$ cat config.mk
export PLATFORM = sky130hd
export DESIGN_NAME = regfile_read_ctrl
export DESIGN_NICKNAME = d
export VERILOG_FILES = /design/src/rtl/regfile_read_ctrl.sv
export SDC_FILE = /design/constraint.sdc
export NUM_CORES = 2
export LEC_CHECK = 0
export CORE_ASPECT_RATIO = 2
export CORE_MARGIN = 2
export CORE_UTILIZATION = 60
export CTS_CLUSTER_SIZE = 25
export DETAILED_ROUTE_END_ITERATION = 12
export HOLD_SLACK_MARGIN = 0.06
export PLACE_DENSITY = 0.77
export REMOVE_ABC_BUFFERS = 1
export SYNTH_ARGS = -nofsm -noshare
export SYNTH_HDL_FRONTEND = slang
export SYNTH_SLANG_ARGS = --single-unit
$ cat constraint.sdc
create_clock -name clk -period 7.2 [get_ports clk]
set_input_delay 2.16 -clock clk [delete_from_list [all_inputs] [get_ports clk]]
set_output_delay 2.16 -clock clk [all_outputs]
set_load 0.05 [all_outputs]
$ cat src/rtl/regfile_read_ctrl.sv
// regfile_read_ctrl: 32-entry register file with two read ports, one write port and a pending-write stall scoreboard.
// Optional REG0_HARDWIRED_EN makes register 0 a constant zero that is never written, reserved or stalled on.
module regfile_read_ctrl #(
  parameter int DATA_W = 32,
  parameter int NREG   = 32
) (
  input  logic              clk,
  input  logic              rst_n,
  input  logic              rd_req,
  input  logic [4:0]        rs_addr,
  input  logic [4:0]        rt_addr,
  output logic              rd_valid,
  output logic [DATA_W-1:0] rs_data,
  output logic [DATA_W-1:0] rt_data,
  output logic              rd_stall,
  input  logic              rsv_en,
  input  logic [4:0]        rsv_addr,
  input  logic              wr_en,
  input  logic [4:0]        wr_addr,
  input  logic [DATA_W-1:0] wr_data
);
  typedef enum logic {S_IDLE, S_WAIT} state_t;
  state_t state;
  logic [DATA_W-1:0] regs [NREG];
  logic [NREG-1:0] pend, clr, set;
  logic [4:0] l_rs, l_rt, a_rs, a_rt;
  logic [DATA_W-1:0] v_rs, v_rt;
  logic wr_ok, rsv_ok, byp_rs, byp_rt, hz, go;
  always_comb begin
`ifdef REG0_HARDWIRED_EN
    wr_ok  = wr_en && wr_addr != 5'd0;
    rsv_ok = rsv_en && rsv_addr != 5'd0;
`else
    wr_ok  = wr_en;
    rsv_ok = rsv_en;
`endif
    a_rs   = state == S_WAIT ? l_rs : rs_addr;
    a_rt   = state == S_WAIT ? l_rt : rt_addr;
    byp_rs = wr_en && wr_addr == a_rs;
    byp_rt = wr_en && wr_addr == a_rt;
    // hazard looks at pending before this cycle's reserve lands
    hz     = (pend[a_rs] && !byp_rs) || (pend[a_rt] && !byp_rt);
    go     = state == S_WAIT || rd_req;
    v_rs   = byp_rs ? wr_data : regs[a_rs];
    v_rt   = byp_rt ? wr_data : regs[a_rt];
`ifdef REG0_HARDWIRED_EN
    v_rs   = a_rs == 5'd0 ? '0 : v_rs;
    v_rt   = a_rt == 5'd0 ? '0 : v_rt;
`endif
    clr    = {{(NREG-1){1'b0}}, wr_ok} << wr_addr;
    set    = {{(NREG-1){1'b0}}, rsv_ok} << rsv_addr;
  end
  always_ff @(posedge clk or negedge rst_n) begin
    if (!rst_n) begin
      regs     <= '{default: '0};
      pend     <= '0;
      state    <= S_IDLE;
      l_rs     <= '0;
      l_rt     <= '0;
      rd_valid <= 1'b0;
      rd_stall <= 1'b0;
      rs_data  <= '0;
      rt_data  <= '0;
    end else begin
      if (wr_ok) regs[wr_addr] <= wr_data;
      pend     <= (pend & ~clr) | set;
      rd_valid <= go && !hz;
      if (go && !hz) begin
        rs_data  <= v_rs;
        rt_data  <= v_rt;
        state    <= S_IDLE;
        rd_stall <= 1'b0;
      end else if (go) begin
        l_rs     <= a_rs;
        l_rt     <= a_rt;
        state    <= S_WAIT;
        rd_stall <= 1'b1;
      end
    end
  end
endmodule

==> flow_metrics.py <==
metrics = {
    "status": {
        "outcome": "finished, final reports clean",
    },
    "yosys": {
        "syn_avg_cell_area_um2": 11.6,
        "ys_seq_elements": 1132,
        "yosys_warnings": 0,
        "synth_cells": 5225,
        "netlist_area_mm2": 0.0605,
        "synth_top_area_share_pct": 46.8,
        "synthTopCellsByArea": "dfrtp_1 (47%), mux2_2 (21%), mux4_2 (9.7%), nand2_1 (6.8%), o22ai_1 (2.7%)",
        "synth_cell_types": 59,
        "yosysTopAreaCell": "dfrtp_1",
        "synth_most_common_cell": "dfrtp_1",
        "synth-main-ff-cell": "dfrtp_1",
        "async_flop_share_pct": 100,
        "ys_seq_area_share_pct": 46.8,
        "synthTopCellsByCount": "dfrtp_1 (1,132), mux2_2 (1,109), nand2_1 (1,102)",
        "synth_edf_count": 0,
    },
    "place": {
        "io_buffers": 122,
        "dp_slack_ns": 1.02,
        "placed_cell_area_mm2": 0.0626,
        "hpwl_mm": 105,
        "gp_congestion": 0.895,
    },
    "floorplan": {
        "dieArea_mm2": 0.104,
        "io_pins": 123,
        "coreArea_mm2": 0.0999,
        "dieWidth_um": 229,
        "initial_core_util_pct": 60.6,
        "die_h_um": 453,
        "fp-row-count": 164,
    },
    "routing": {
        "drt_wl_total_mm": 196,
        "drt_iter0_markers": 6112,
        "avgRoutedWirePerCell_um": 30.3,
        "ant_nets": 0,
        "drt-vias-per-instance": 7.20,
        "vias": 46579,
        "drc": 0,
        "first_pass_iters": 6,
    },
    "power_and_ir_drop": {
        "cellPowerDensity_mw_per_mm2": 435,
        "cell_internal_pwr_mw": 17.0,
        "p_sw_share_pct": 40.7,
        "leakagePower_nw": 28.8,
        "p_switching_mw": 11.7,
        "pwr-share-clk_pct": 19.7,
        "power_frac_comb_pct": 49.1,
        "ir_drop_mv": 0.439,
        "seqPwrFrac_pct": 31.2,
    },
    "timing": {
        "setup_tns_ns": 0,
        "period_share_pct": 76.1,
        "slew_viol_final": 0,
        "fin_skew_ns": 0.0160,
        "finalSetupViolations": 0,
        "finalCriticalPeriod_ns": 5.48,
        "hold_violations": 0,
        "worst_slew_pin_slew_ns": 1.30,
        "timing.fmax_mhz": 183,
        "slew_headroom_pct": 13.0,
        "layout_setup_ws_ns": 1.72,
        "rsz0062_at_grt": "no",
    },
    "cts": {
        "worstSkewPairLatency_ns": 0.73,
        "cts-root-buf": "clkbuf_16",
        "cts.clk_slew.worst_paths_ns": 0.06,
        "cts_max_level": 3,
        "cts_resized": 0,
        "cts_buffers": 99,
        "clock_path_buffers": 3,
        "cts_tree": "yes",
        "numClockSinks": 1132,
        "hold_buffers": 0,
        "post_cts_buffers": 0,
    },
    "grt": {
        "antenna_found_initial": 5,
        "grt_use_met1_pct": 45.5,
        "grt_util_all_layers_pct": 37.8,
        "grt_max_degree": 203,
        "grtUsageMet3_pct": 9.36,
        "grt-busiest-layer": "met2",
        "grt_first_pass_wirelength_mm": 293,
        "grt_pass1_vias": 47077,
        "grt-ovfl-total": 0,
        "grtUsageMet2_pct": 58.9,
    },
    "worst_setup_path": {
        "critPathKind": "primary input to register",
        "crit_arrival_ns": 6.09,
        "cp_max_fo": 86,
        "required_ns": 7.81,
        "endpoint_kind": "register",
        "startpoint_type": "primary input",
    },
    "cells_and_area": {
        "fin_nets": 5110,
        "n_fill_cell": 7170,
        "layout-drive-gt1-share_pct": 34.2,
        "postLayoutCellArea_mm2": 0.0660,
        "syn2layout_area_growth_pct": 9.03,
    },
    "min_path": {
        "hold_class": "register to register",
    },
    "flow_run": {
        "maxCapViolCount": 0,
    },
}
[registers in the layout (all words and copies together) (netlist names)]
signal / cells
l_rs: 5
l_rt: 5
pend: 32
rd_valid: 1
regs: 1024
rs_data: 32
rt_data: 32
state: 1
[stage by stage]
| stage | util [%] | hold slack, ns | power (mW) | instances |
|---|---|---|---|---|
| floorplan | - | 0.471 | 19.2 | 4723 |
| global placement | 62.6 | 0.483 | 22.4 | 6280 |
| detailed placement | 62.6 | 0.497 | 22.8 | 6280 |
| CTS | 66.0 | 0.517 | 28.5 | 6459 |
| global route | 66.0 | 0.521 | 29.8 | 6461 |
| finish | 66.0 | 0.510 | 28.7 | 6465 |
[area by class of cell]
| cell class | count | area [µm²] | area share, % |
|---|---|---|---|
| inverter | 10 | 37.5 | 0.0569 |
| timing repair buffer | 229 | 2250 | 3.42 |
| tap | 1328 | 1660 | 2.52 |
| antenna | 6 | 15.0 | 0.0227 |
| clock inverter | 31 | 404 | 0.612 |
| clock buffer | 148 | 3000 | 4.54 |
| multi-input combinational | 3581 | 30300 | 45.9 |
| sequential | 1132 | 28300 | 42.9 |
[worst max-delay path: stages]
cell	delay, ns
clkdlybuf4s50_1	0.67
mux2_8	0.60
nand2_1	0.14
o211ai_1	0.15
a21oi_1	0.10
or3_1	0.35
or4_4	0.47
nand3b_4	0.63
buf_4	0.43
mux2_4	0.33
[worst paths after layout]
| check | start | to | slack [ns] | cells past startpoint |
|---|---|---|---|---|
| setup / recovery | rs_addr[1] | rs_data[14] | 1.72 | 10 |
| hold / removal | rs_data[29] | rs_data[29] | 0.51 | 1 |
| setup reg to reg | state | rs_data[14] | 2.83 | 9 |
| hold reg to reg | rs_data[29] | rs_data[29] | 0.51 | 1 |
| max in group asynchronous | rst_n | regs[157] | 4.19 | 2 |
| min in group asynchronous | rst_n | regs[1009] | 1.44 | 1 |
[power by group through the flow]
stage	sequential (mW)	combinational [mW]	clock [mW]
after floorplan	9.26	9.89	0
after global placement	8.91	13.5	0
after detailed placement	9.00	13.8	0
after CTS	8.90	13.9	5.69
after global routing	9.09	14.8	5.93
final	8.96	14.1	5.65
[placed cells by master, fill, tap and decap left out, types with 11 or more instances in the layout]
master,Yosys,routed
a21oi_1,21,20
dfrtp_1,1132,1131
nand2_2,0,29
buf_12,5,18
o21ai_0,36,35
nand2b_1,14,14
a22o_1,11,11
nand2_1,1102,1072
clkinv_2,0,16
clkbuf_1,347,20
mux2_2,1109,1108
o22ai_1,264,264
clkbuf_8,0,25
and3_1,257,257
buf_4,12,89
nor4_1,66,66
a31oi_1,261,261
clkdlybuf4s50_1,0,121
mux4_2,261,261
mux2_4,52,50
nor2_4,0,16
clkbuf_16,0,103
[cell families after synthesis]
| logic type | count (synthesis) | synth area share, % |
|---|---|---|
| AOI/OAI and AO/OA | 619 | 6.40 |
| xor gates and xnor gates | 10 | 0.145 |
| buffers and inverters | 512 | 3.64 |
| DFF | 1132 | 46.8 |
| muxes | 1437 | 31.9 |
| and+or+nand+nor | 1515 | 11.1 |
[per-layer routing]
| layer | vias up | wire, µm |
|---|---|---|
| met3 | 1010 | 20800 |
| li1 | 18692 | - |
| met5 | - | 0 |
| met1 | 23689 | 67600 |
| met2 | 3188 | 90800 |
| met4 | 0 | 17000 |
No activity file was read; power rests on OpenSTA's default activity.
